### src/rtl/bit_serializer.sv
// bit_serializer: double-buffered parallel-to-serial front end; shifts WIDTH-bit words out on w, one bit per bit_en strobe.
module bit_serializer #(
  parameter int   WIDTH     = 8,
  parameter bit   MSB_FIRST = 1'b1,
  parameter logic IDLE_BIT  = 1'b0
) (
  input  logic             clk,
  input  logic             reset,
  input  logic [WIDTH-1:0] data_in,
  input  logic             data_valid,
  output logic             data_ready,
  input  logic             bit_en,
  output logic             w,
  output logic             w_valid,
  output logic             sof,
  output logic             underrun
);
  localparam int CW = (WIDTH > 1) ? $clog2(WIDTH) : 1;
  localparam logic [CW-1:0] LAST = CW'(WIDTH - 1);
  typedef enum logic {IDLE, SHIFT} state_t;
  state_t           state_q, state_d;
  logic [WIDTH-1:0] hold_q, hold_d, shreg_q, shreg_d, shifted;
  logic [CW-1:0]    cnt_q, cnt_d;
  logic             hold_full_q, hold_full_d;
  logic             w_q, w_d, w_valid_q, w_valid_d, sof_q, sof_d, underrun_q, underrun_d;
  logic             last, load;
  // data_ready depends only on registered state and reset, never on data_valid
  assign data_ready = reset & ~hold_full_q;
  assign w          = w_q;
  assign w_valid    = w_valid_q;
  assign sof        = sof_q;
  assign underrun   = underrun_q;
  assign last       = (cnt_q == LAST);
  assign load       = bit_en & hold_full_q & ((state_q == IDLE) | last);
  assign shifted    = MSB_FIRST ? (shreg_q << 1) : (shreg_q >> 1);
  always_comb begin
    state_d     = state_q;
    hold_d      = hold_q;
    hold_full_d = hold_full_q;
    shreg_d     = shreg_q;
    cnt_d       = cnt_q;
    w_d         = w_q;
    w_valid_d   = w_valid_q;
    sof_d       = sof_q;
    underrun_d  = underrun_q;
    if (data_valid && !hold_full_q) begin
      hold_d      = data_in;
      hold_full_d = 1'b1;
    end
    if (bit_en) begin
      underrun_d = 1'b0;
      if (load) begin
        state_d     = SHIFT;
        shreg_d     = hold_q;
        hold_full_d = 1'b0;
        cnt_d       = '0;
        w_d         = MSB_FIRST ? hold_q[WIDTH-1] : hold_q[0];
        w_valid_d   = 1'b1;
        sof_d       = 1'b1;
      end else if (state_q == SHIFT && !last) begin
        shreg_d = shifted;
        cnt_d   = cnt_q + 1'b1;
        w_d     = MSB_FIRST ? shifted[WIDTH-1] : shifted[0];
        sof_d   = 1'b0;
      end else if (state_q == SHIFT) begin
        state_d    = IDLE;
        w_d        = IDLE_BIT;
        w_valid_d  = 1'b0;
        sof_d      = 1'b0;
        underrun_d = 1'b1;
      end
    end
  end
  always_ff @(posedge clk or negedge reset) begin
    if (!reset) begin
      state_q     <= IDLE;
      hold_q      <= '0;
      hold_full_q <= 1'b0;
      shreg_q     <= '0;
      cnt_q       <= '0;
      w_q         <= IDLE_BIT;
      w_valid_q   <= 1'b0;
      sof_q       <= 1'b0;
      underrun_q  <= 1'b0;
    end else begin
      state_q     <= state_d;
      hold_q      <= hold_d;
      hold_full_q <= hold_full_d;
      shreg_q     <= shreg_d;
      cnt_q       <= cnt_d;
      w_q         <= w_d;
      w_valid_q   <= w_valid_d;
      sof_q       <= sof_d;
      underrun_q  <= underrun_d;
    end
  end
endmodule

### config.mk
export PLATFORM = sky130hd
export DESIGN_NAME = bit_serializer
export DESIGN_NICKNAME = d
export VERILOG_FILES = /design/src/rtl/bit_serializer.sv
export SDC_FILE = /design/constraint.sdc
export NUM_CORES = 1
export LEC_CHECK = 0
export ABC_AREA = 1
export CAP_MARGIN = 20
export CORE_MARGIN = 2
export CORE_UTILIZATION = 35
export DETAILED_ROUTE_END_ITERATION = 16
export PLACE_DENSITY_LB_ADDON = 0.3
export RECOVER_POWER = 100
export SKIP_LAST_GASP = 1
export SLEW_MARGIN = 25
export SYNTH_ARGS = -nofsm -noshare
export SYNTH_HDL_FRONTEND = slang
export SYNTH_SLANG_ARGS = --single-unit
export TNS_END_PERCENT = 30
### constraint.sdc
create_clock -name clk -period 2.4 [get_ports clk]
set_input_delay 0.48 -clock clk [delete_from_list [all_inputs] [get_ports clk]]
set_output_delay 0.48 -clock clk [all_outputs]
set_load 0.05 [all_outputs]
* Word-level counts from Yosys, hierarchy flattened
Cells that the tools add are included.
** Operators by class
- Reduce and logical (&&, ||, !) cells :: 11
- Add/sub/neg operators :: 1
- Equal/unequal tests :: 2
- Muxes and demuxes :: 19
- Bitwise operators :: 6
** Operator list (number)
- two-way mux 1 bit :: 15
- two-way mux 7 bit :: 2
- two-way mux 3 bit :: 2
- AND reduction 2 bit :: 3
- nonzero test 2 bit :: 2
- adder 3 x 1 -> 3 bit, second input constant :: 1
- bitwise AND 1 bit :: 3
- == test 3 bit, second input constant :: 1
- AND reduction 3 bit :: 1
- nonzero test 3 bit :: 1
- logical AND 1 bit :: 2
- logical NOT 1 bit :: 2
- != test 2 bit, second input constant :: 1
- NOT 1 bit :: 2
- bitwise OR 1 bit :: 1
** Storage, ports and cells
- Input port bits :: 12
- Bits in registers :: 24

* Logic depth before layout (Yosys ltp)
Gate-level depths: netlist (run 1).
- Word-level depth :: 5
- Mapped depth :: 8
- Depth with buffers taken out :: 8

* Worst setup path after synthesis (run 1)
No wires, ideal clock.
- Path kind :: input to output
- Start point :: input reset
- End point :: output data_ready
- Data required time :: 1.920 ns
- Setup slack :: 0.774 ns
- Arrival :: 1.146 ns
- Stages on the path :: 2
- Buffers on the path :: 0
- Path through :: inv_1 nor2_1
** On the way
- Word-level cells in the longest chain between the ends :: 1
** Ends and longest elaborated chain
- start: declaration :: line 8 : input logic reset,
- bitwise AND 1 bit :: line 28 : assign data_ready = reset & ~hold_full_q;
- end: declaration :: line 11 : output logic data_ready,
Every way passes these cells.

* Worst setup path in the final report (run 1)
Ends and elaborated chain as after synthesis.

==> results of run 1 <==
[routing by layer]
metal	wire, um	share of wire [%]	vias up	track usage (%)
li1	-	-	436	-
met1	933	48	407	16.0
met2	931	47	18	20.0
met3	75	3.8	2	1.95
met4	23	1.2	0	2.86
met5	0	0	-	0
[worst register-to-register path: cells and delay by family (launching register included)]
kind,cells,cell delay (ns)
flops,1,0.43
buf+inv,2,0.31
simple gates,4,0.58
fa+ha+maj,2,0.42
[cells in the mapped netlist]
| cell | instances |
|---|---|
| nand3_2 | 1 |
| nor2_1 | 9 |
| a21oi_1 | 10 |
| nand2_4 | 3 |
| o21ai_0 | 6 |
| dfrtp_1 | 24 |
| o22ai_1 | 1 |
| nand2_2 | 1 |
| nand2_1 | 40 |
| ha_1 | 2 |
| inv_2 | 3 |
| buf_6 | 1 |
| o21a_1 | 1 |
| clkinv_2 | 1 |
| inv_1 | 17 |
| nand3_1 | 9 |
[final cells by class]
| cell class | count | area, um2 |
|---|---|---|
| multi-input combinational | 83 | 375 |
| inverter | 21 | 80.1 |
| tap | 33 | 41.3 |
| clock buffer | 3 | 22.5 |
| sequential | 24 | 601 |
| clock inverter | 1 | 30.0 |
| fill | 308 | 1700 |
| timing repair buffer | 17 | 158 |
[cell families after synthesis]
group                      Yosys count  synth area share, %
and+or+nand+nor                     63                 25.6
AOI/OAI and AO/OA                   18                 8.61
adders and majority gates            2                 2.30
DFF                                 24                 55.1
buffers and inverters               22                 8.38
[power groups by stage]
stage	clock network, mW	registers, mW	logic, mW
CTS	0.299	0.628	0.441
detailed placement	0	0.637	0.439
floorplan	0	0.681	0.253
global placement	0	0.627	0.426
global route	0.313	0.641	0.461
finish	0.290	0.626	0.409
[flip-flops by register name, summed over array words and instances (netlist names)]
signal       count
w                1
cnt_q            3
w_valid          1
hold_q           8
underrun         1
state_q          1
shreg_q          7
sof              1
hold_full_q      1
[stage by stage]
step                instances  setup WS (ns)  utilization (%)  hold slack, ns  power (mW)
finish                    182          0.274             43.5           0.486        1.32
global route              182          0.211             43.5           0.516        1.41
CTS                       182          0.412             45.0           0.493        1.37
detailed placement        178          0.561             43.2           0.461        1.08
global placement          178          0.550             43.2           0.455        1.05
floorplan                 129          0.774                -           0.184       0.934
[worst max path at each step]
| stage | endpoint | slack, ns | depth (start not counted) |
|---|---|---|---|
| after floorplan | data_ready | 0.77 | 2 |
| after global placement | data_ready | 0.55 | 4 |
| after detailed placement | data_ready | 0.56 | 4 |
| after CTS | sof | 0.41 | 1 |
| after global routing | data_ready | 0.21 | 4 |
| final | data_ready | 0.27 | 4 |
==> results.md, run 1 <==
* Final setup vio count at 0
* Area contributors post-synth: dfrtp_1 (55%), nand2_1 (14%), inv_1 (5.9%)
* DRC at 0
* FF-to-FF setup slack at 0.56 ns
* Clk buf depth at 2
* Crit path DAT at 1.65 ns
* Fin. Hold Viols at 0
* PwrDens at 1010 nW/um2
* Gate power share at 30.9%
* Yosys top cell area share at 55.1%
* CP startpoint: reset
* Number of global-route vias before repair at 734
* Number of buffers created by CTS at 3
* Clock skew at 0.00604 ns
* Gate Count Post-Synth at 129
* CTS tree: done
* Final WL at 1960 um
* Dpl cell area at 1300 um2
* Finished Cell Area at 1310 um2
* Worst R2R Start: cnt_q[0]
* Reg power frac at 47.2%
* First-pass GRT wire length at 3230 um
* CTS sink cnt at 24
* Depth of the CTS H-tree at 1
* Most common cell after layout, fill and taps aside: nand2_1
* Reg-to-Reg End: cnt_q[1]
* Final Net Count at 164
* DR pass1 iterations at 4
* Gr usage total at 11.9%
* Ports at 17
* Max_slew headroom at 14.4%
* Crit end category: output port
* Worst IR Drop VDD at 0.320 mV
* Grt ovf at 0
* WHS Path Cells at 2
* Post-CTS Setup Bufs at 0
* PortBufs at 16
* Worst hold path class: register to register
* Biggest area consumer among synthesized cells: dfrtp_1
* Largest net degree at the start of global routing at 25
* Crit path required time at 1.92 ns
* Die area at 3580 um2
* Net Count, Synth at 143
* Clock root cell: clkbuf_4
* Routed Antenna Nets at 0
* Area Overhead vs Synth at 20.0%
* CP Class: input pin to output port
* Cell Chain, Critical Path: dlygate4sd3_1, inv_1, nor2_1, clkbuf_1
* N_diodes at 0
* Switching Fraction at 34.1%
* CP startpoint kind: input pin
* Post-CTS Hold Buffers at 0
* Slew Viols, Final at 0
* Initial Util at 36.3%
* Status: completed
* Slew at the pin with the worst max-slew slack at 1.28 ns
* Reg2Reg Depth at 8
* Mapped Area at 1090 um2
* Clk_lat worst skew at 0.32 ns
* Wire per inst at 10.8 um
* Netlist cell types at 16
* Worst Path Max Fanout at 2
* Most frequent cells in the layout: nand2_1 (43), dfrtp_1 (24), inv_1 (19)
* Int Pwr at 0.872 mW
* Max-Cap Viols at 0
* Cell family with most CP delay: buffers and inverters
* Part of the Yosys area used for sequential elements at 55.1%
* Mean Syn Cell Area at 8.45 um2
* RSZ-0062 raised after global routing: no
* Critical path's slowest cell: dlygate4sd3_1
* HPWL after DPL at 1450 um
* Via/cell ratio at 4.74
* Vias at 863
* Core area at 3000 um2
* Die width at 59.8 um
* Reg clk slew, reported paths at 0.13 ns
* Die H at 59.8 um
* CP peak stage delay at 0.57 ns
* Part of the power in the clock network at 21.9%
* WP buf/inv at 3
* Yosys warning count at 0
* Layout cells sized above 1 at 4.70%
* Net switching power at 0.452 mW
* Worst Hold Launch: w_valid
* Gpl congestion at 0.747
* Fmax at 470 MHz
* 1st-iter DRT viols at 17
* Initial antenna violation count at 0
* Pleak at 0.717 nW
* Worst Hold Endpoint: w_valid
* Setup tns final at 0 ns
* Period minus WS final at 2.13 ns
* Rows at 20
* Crit share post-route at 88.6%
* Synthesized flop and latch total at 24
* Post-CTS sizing at 0
No activity file was read; power rests on OpenSTA's default activity.
==> run 2: changes to the inputs <==
--- a/config.mk
+++ b/config.mk
@@ -6,7 +6,6 @@
 export NUM_CORES = 1
 export LEC_CHECK = 0
 export ABC_AREA = 1
-export CAP_MARGIN = 20
 export CORE_MARGIN = 2
 export CORE_UTILIZATION = 35
 export DETAILED_ROUTE_END_ITERATION = 16
==> results of run 2 <==
The final DEF is identical to that of run 1; final timing and power are the same.
